--- src/rtl/mul_arbiter_pkg.sv ---
// Shared types and helpers for the multiplier arbiter: FSM state encoding and a
// constant-context clog2 used to size grant indices and the watchdog.
package mul_arbiter_pkg;

  typedef enum logic [1:0] {
    IDLE  = 2'd0,
    ISSUE = 2'd1,
    WAIT  = 2'd2
  } state_t;

  function automatic int clog2(input int value);
    int w;
    w = 0;
    for (int i = 0; i < 31; i++) begin
      if ((1 << i) < value) w = i + 1;
    end
    return w;
  endfunction

endpackage

--- src/rtl/mul_arbiter_rr_priority_picker.sv ---
// Combinational round-robin picker: first requester after last_grant, wrapping.
// No state; any_req is low when nothing is pending.
module mul_arbiter_rr_priority_picker #(
  parameter int NUM_REQ = 4,
  parameter int IDX_W   = 2
) (
  input  logic [NUM_REQ-1:0] req_valid,
  input  logic [IDX_W-1:0]   last_grant,
  output logic [IDX_W-1:0]   grant,
  output logic               any_req
);

  logic [IDX_W-1:0] cand;

  // Scan from farthest to nearest so the requester closest after last_grant wins.
  always_comb begin
    grant   = '0;
    any_req = 1'b0;
    cand    = '0;
    for (int k = NUM_REQ; k >= 1; k--) begin
      cand = IDX_W'((int'(last_grant) + k) % NUM_REQ);
      if (req_valid[cand]) begin
        grant   = cand;
        any_req = 1'b1;
      end
    end
  end

endmodule

--- src/rtl/mul_arbiter.sv ---
// Shares one multi-cycle multiplier among NUM_REQ requesters: grant->ack 1 cycle, ack->trigger
// 1 cycle, done->response 1 cycle; grants only when the multiplier reports ready, watchdog aborts.
module mul_arbiter
  import mul_arbiter_pkg::*;
#(
  parameter int C_WIDTH = 32,
  parameter int NUM_REQ = 4,
  parameter int TIMEOUT = 255
) (
  input  logic                       ctl_clk,
  input  logic                       reset,
  input  logic [NUM_REQ-1:0]         req_valid,
  input  logic [NUM_REQ*C_WIDTH-1:0] req_a,
  input  logic [NUM_REQ*C_WIDTH-1:0] req_b,
  input  logic [NUM_REQ-1:0]         req_signed,
  output logic [NUM_REQ-1:0]         req_ack,
  output logic [NUM_REQ-1:0]         resp_valid,
  output logic [C_WIDTH-1:0]         resp_y,
  output logic                       resp_err,
  output logic                       busy,
  output logic [C_WIDTH-1:0]         mul_a,
  output logic [C_WIDTH-1:0]         mul_b,
  output logic                       mul_signed,
  output logic                       mul_trigger,
  input  logic                       mul_ready,
  input  logic                       mul_done,
  input  logic [C_WIDTH-1:0]         mul_y
);

  localparam int IDX_W = clog2(NUM_REQ);
  localparam int WD_W  = clog2(TIMEOUT + 1);

  state_t             state_q, state_d;
  logic [IDX_W-1:0]   last_grant_q, last_grant_d;
  logic [IDX_W-1:0]   grant_q, grant_d;
  logic [WD_W-1:0]    wd_q, wd_d;
  logic [NUM_REQ-1:0] req_ack_q, req_ack_d;
  logic [NUM_REQ-1:0] resp_valid_q, resp_valid_d;
  logic [C_WIDTH-1:0] resp_y_q, resp_y_d;
  logic               resp_err_q, resp_err_d;
  logic               busy_q, busy_d;
  logic [C_WIDTH-1:0] mul_a_q, mul_a_d;
  logic [C_WIDTH-1:0] mul_b_q, mul_b_d;
  logic               mul_signed_q, mul_signed_d;
  logic               mul_trigger_q, mul_trigger_d;

  logic [IDX_W-1:0]   pick_idx;
  logic               any_req;
  logic [C_WIDTH-1:0] sel_a, sel_b;
  logic               sel_s;

  mul_arbiter_rr_priority_picker #(
    .NUM_REQ (NUM_REQ),
    .IDX_W   (IDX_W)
  ) u_picker (
    .req_valid  (req_valid),
    .last_grant (last_grant_q),
    .grant      (pick_idx),
    .any_req    (any_req)
  );

  always_comb begin
    sel_a = '0;
    sel_b = '0;
    sel_s = 1'b0;
    for (int i = 0; i < NUM_REQ; i++) begin
      if (pick_idx == IDX_W'(i)) begin
        sel_a = req_a[i*C_WIDTH +: C_WIDTH];
        sel_b = req_b[i*C_WIDTH +: C_WIDTH];
        sel_s = req_signed[i];
      end
    end
  end

  always_comb begin
    state_d       = state_q;
    last_grant_d  = last_grant_q;
    grant_d       = grant_q;
    wd_d          = wd_q;
    req_ack_d     = '0;
    resp_valid_d  = '0;
    resp_y_d      = resp_y_q;
    resp_err_d    = resp_err_q;
    mul_a_d       = mul_a_q;
    mul_b_d       = mul_b_q;
    mul_signed_d  = mul_signed_q;
    mul_trigger_d = 1'b0;
    case (state_q)
      IDLE: begin
        if (any_req && mul_ready) begin
          grant_d             = pick_idx;
          last_grant_d        = pick_idx;
          mul_a_d             = sel_a;
          mul_b_d             = sel_b;
          mul_signed_d        = sel_s;
          req_ack_d[pick_idx] = 1'b1;
          state_d             = ISSUE;
        end
      end
      ISSUE: begin
        mul_trigger_d = 1'b1;
        wd_d          = '0;
        state_d       = WAIT;
      end
      WAIT: begin
        wd_d = wd_q + 1'b1;
        // A done arriving on the timeout cycle still delivers the real result.
        if (mul_done) begin
          resp_y_d              = mul_y;
          resp_err_d            = 1'b0;
          resp_valid_d[grant_q] = 1'b1;
          state_d               = IDLE;
        end else if (wd_q == WD_W'(TIMEOUT)) begin
          resp_y_d              = '0;
          resp_err_d            = 1'b1;
          resp_valid_d[grant_q] = 1'b1;
          state_d               = IDLE;
        end
      end
      default: state_d = IDLE;
    endcase
    busy_d = (state_d != IDLE);
  end

  always_ff @(posedge ctl_clk) begin
    if (reset) begin
      state_q       <= IDLE;
      last_grant_q  <= IDX_W'(NUM_REQ - 1);
      grant_q       <= '0;
      wd_q          <= '0;
      req_ack_q     <= '0;
      resp_valid_q  <= '0;
      resp_y_q      <= '0;
      resp_err_q    <= 1'b0;
      busy_q        <= 1'b0;
      mul_a_q       <= '0;
      mul_b_q       <= '0;
      mul_signed_q  <= 1'b0;
      mul_trigger_q <= 1'b0;
    end else begin
      state_q       <= state_d;
      last_grant_q  <= last_grant_d;
      grant_q       <= grant_d;
      wd_q          <= wd_d;
      req_ack_q     <= req_ack_d;
      resp_valid_q  <= resp_valid_d;
      resp_y_q      <= resp_y_d;
      resp_err_q    <= resp_err_d;
      busy_q        <= busy_d;
      mul_a_q       <= mul_a_d;
      mul_b_q       <= mul_b_d;
      mul_signed_q  <= mul_signed_d;
      mul_trigger_q <= mul_trigger_d;
    end
  end

  assign req_ack     = req_ack_q;
  assign resp_valid  = resp_valid_q;
  assign resp_y      = resp_y_q;
  assign resp_err    = resp_err_q;
  assign busy        = busy_q;
  assign mul_a       = mul_a_q;
  assign mul_b       = mul_b_q;
  assign mul_signed  = mul_signed_q;
  assign mul_trigger = mul_trigger_q;

endmodule

--- config.mk ---
export PLATFORM = sky130hd
export DESIGN_NAME = mul_arbiter
export DESIGN_NICKNAME = d
export VERILOG_FILES = /design/src/rtl/mul_arbiter_pkg.sv /design/src/rtl/mul_arbiter_rr_priority_picker.sv /design/src/rtl/mul_arbiter.sv
export SDC_FILE = /design/constraint.sdc
export NUM_CORES = 1
export LEC_CHECK = 0
export CAP_MARGIN = 20
export CORE_AREA = 2 2 161 163
export DETAILED_ROUTE_END_ITERATION = 12
export DIE_AREA = 0 0 163 165
export SYNTH_ARGS = -nofsm -noshare
export SYNTH_HDL_FRONTEND = slang
export SYNTH_HIERARCHICAL = 1
export SYNTH_SLANG_ARGS = --single-unit
--- constraint.sdc ---
create_clock -name ctl_clk -period 2.5 [get_ports ctl_clk]
set_clock_uncertainty 0.2 [all_clocks]
set_input_delay 0.5 -clock ctl_clk [delete_from_list [all_inputs] [get_ports ctl_clk]]
set_output_delay 0.5 -clock ctl_clk [all_outputs]
set_load 0.02 [all_outputs]
==> flow_metrics.py <==
metrics = {
    "clock_network": {
        "insertion_delay_ns": 0.41,
        "cts_root_buf": "clkbuf_16",
        "cts_hold_buf": 0,
        "cts_tree": "done",
        "clock-sinks": 122,
        "ctsHtreeMaxLevel": 4,
        "numCtsBuffers": 17,
        "path_clk_slew_ns": 0.06,
        "clockBufferDepth": 2,
    },
    "setup_path": {
        "worstPathRequired_ns": 2.58,
        "cp.arrival_ns": 2.50,
        "path_class": "input pin to flop",
        "r2r_slack_ns": 0.32,
        "critPathMaxFanout": 14,
        "ff2ff_path_depth": 8,
        "crit_path_start_kind": "input pin",
        "setup.worst_path.end_class": "flop",
    },
    "min_path": {
        "hold_path_class": "flop to flop",
        "hold_depth": 2,
    },
    "detailed_routing": {
        "wl_mm": 25.4,
        "ant_nets": 0,
        "first_pass_iters": 5,
        "drc_errors": 0,
        "post_drt_wl_per_cell_um": 18.6,
        "via_count": 6435,
        "vias_per_cell": 4.71,
        "dr.first_iter.drc_count": 442,
    },
    "finish": {
        "stdcell_count": 1365,
        "design_area_sq_mm": 0.0115,
        "drive_above_1_share": 0.157,
        "layout.nets": 1328,
        "antenna_cells": 0,
        "syn2layout_area_growth_pct": 79.8,
        "fillers": 2409,
        "final_util": 0.461,
    },
    "yosys": {
        "netlist-cell-type-count": 41,
        "synth-simple-area-share": 0.144,
        "syn_area_sq_mm": 0.00642,
        "synth_top_family_by_area": "multiplexers",
        "synth-seq-area-share": 0.380,
        "synth_compound_area_frac": 0.171,
        "synth_fa_ha_area_frac": 0.00974,
        "synth_xor_area_frac": 0.00409,
        "synthMuxAreaShare": 0.230,
        "syn_nets": 935,
        "netlist_instances": 630,
        "ys_seq_elements": 122,
        "yosysWarnings": 6,
        "syn_avg_cell_area_sq_um": 10.2,
        "synth_async_sr_flop_share": 0,
        "synth_ff_type": "dfxtp_1",
        "synth_enable_flop_cells": 0,
    },
    "place": {
        "place_area_sq_mm": 0.0109,
        "globalplace.congestion": 0.809,
        "post-place-ws_ns": -0.373,
        "port_buffers": 407,
        "dp.cells": 1330,
        "hpwlAfterDp_mm": 19.4,
    },
    "sta": {
        "finalHoldViolCount": 0,
        "setup_violations": 0,
        "fin_crit_ns": 2.42,
        "fin_crit_sh": 0.969,
        "worst_pin_slew_ns": 0.551,
        "max_freq_mhz": 413,
        "relSlewSlack": 0.633,
        "rsz0062_at_grt": "true",
        "slew_viol_final": 0,
        "postLayoutSetupSlackWorst_ns": 0.0767,
    },
    "global_routing": {
        "gr-usage-all-layers": 0.178,
        "grt_pass1_vias": 6243,
        "antenna_found_initial": 0,
        "grt_max_degree": 66,
        "grt_pass1_wl_mm": 36.0,
        "grt_overflow": 0,
    },
    "power_and_ir_drop": {
        "ir_drop_v": 0.000345,
        "fin_total_pwr_uw": 7000,
        "powerDensity_mw_per_mm2": 607,
        "p_leak_uw": 0.00395,
    },
    "floorplanning": {
        "io-pin-count": 408,
        "rows": 58,
        "die_h_um": 165,
        "coreArea_sq_mm": 0.0250,
        "die-area_sq_mm": 0.0269,
        "start_util": 0.256,
        "die_w_um": 163,
    },
    "flow_run": {
        "cap_violations": 0,
    },
    "outcome": {
        "status": "completed",
    },
}
==> synth_stat cells (6+ instances only) <==
master	number	share of area
mux4_2	65	0.23
nor2_1	9	0.0053
clkbuf_1	21	0.012
dfxtp_1	122	0.38
a311oi_2	29	0.068
buf_1	6	0.0035
a21oi_1	108	0.084
buf_6	9	0.016
nand2_1	172	0.10
buf_2	18	0.014
==> layer usage <==
metal / track usage / share of wire / vias up
met2: 0.308 / 0.51 / 273
met5: 0 / 0 / -
met3: 0.0578 / 0.076 / 26
li1: - / - / 3107
met4: 0.0495 / 0.017 / 0
met1: 0.211 / 0.40 / 3029
==> cell usage in the layout (no fill, tap or decap), drive strengths merged, types with 6 or more instances in the layout <==
cell	instances
a21oi	109
dfxtp	122
clkdlybuf4s50	406
nor2	9
inv	8
a311oi	32
buf	26
nand2	172
mux4	65
clkbuf	19
clkinv	6
==> state kept, by name (all words and copies together) (netlist names), 4 cells and up <==
register / flops
mul_a: 32
mul_b: 32
resp_y: 32
wd_q: 8
req_ack: 4
resp_valid: 4
==> final timing paths <==
check                   from       end
min reg2reg         mul_b[8]  mul_b[8]
max             req_valid[3]  mul_a[5]
min                 mul_b[8]  mul_b[8]
max reg2reg  last_grant_q[1]  mul_a[5]
==> kinds of logic (layout without fill, tap and decap cells) <==
family	count (synthesis)	after routing
buf+inv	65	470
fa+ha+maj	5	5
flops	122	122
compound gates	153	153
simple gates	216	216
xor+xnor	3	3
mux	66	66
==> worst max-delay path, stage by stage <==
cell and delay, ns:
clkdlybuf4s50_1 0.52, and2b_1 0.17, a21oi_2 0.05, o221ai_4 0.21, buf_4 0.19, buf_16 0.18, mux4_2 0.54, nand2_1 0.08
a21oi_1 0.06
==> where the power goes <==
| part | internal [uW] | total (uW) | switching, uW |
|---|---|---|---|
| combinational | 1290 | 2270 | 980 |
| clock | 1570 | 2540 | 967 |
| sequential | 2110 | 2200 | 92.9 |
| total | 4970 | 7000 | 2040 |
==> metrics by stage <==
step	setup TNS (ns)	hold slack (ns)
2_1_floorplan	0	0.262
3_3_place_gp	-19.52	0.241
3_5_place_dp	-20.64	0.246
4_1_cts	0	0.254
5_1_grt	-0.0672	0.270
6_report	0	0.251
==> area by class of cell <==
class                   instances  area [sq um]  area share
repair buffers                434          4450       0.385
multi-input cells             443          3620       0.314
flip-flops and latches        122          2440       0.212
clock buffers                  17           425      0.0368
well taps                     330           413      0.0358
clock inverters                14           173      0.0150
inverters                       5          18.8     0.00163
==> what timing repair did <==
action,in CTS,in global routing
gates resized for setup,0,3
endpoints found under the setup margin,0,33
setup buffers,0,2
(Power assumes the default switching activity.)
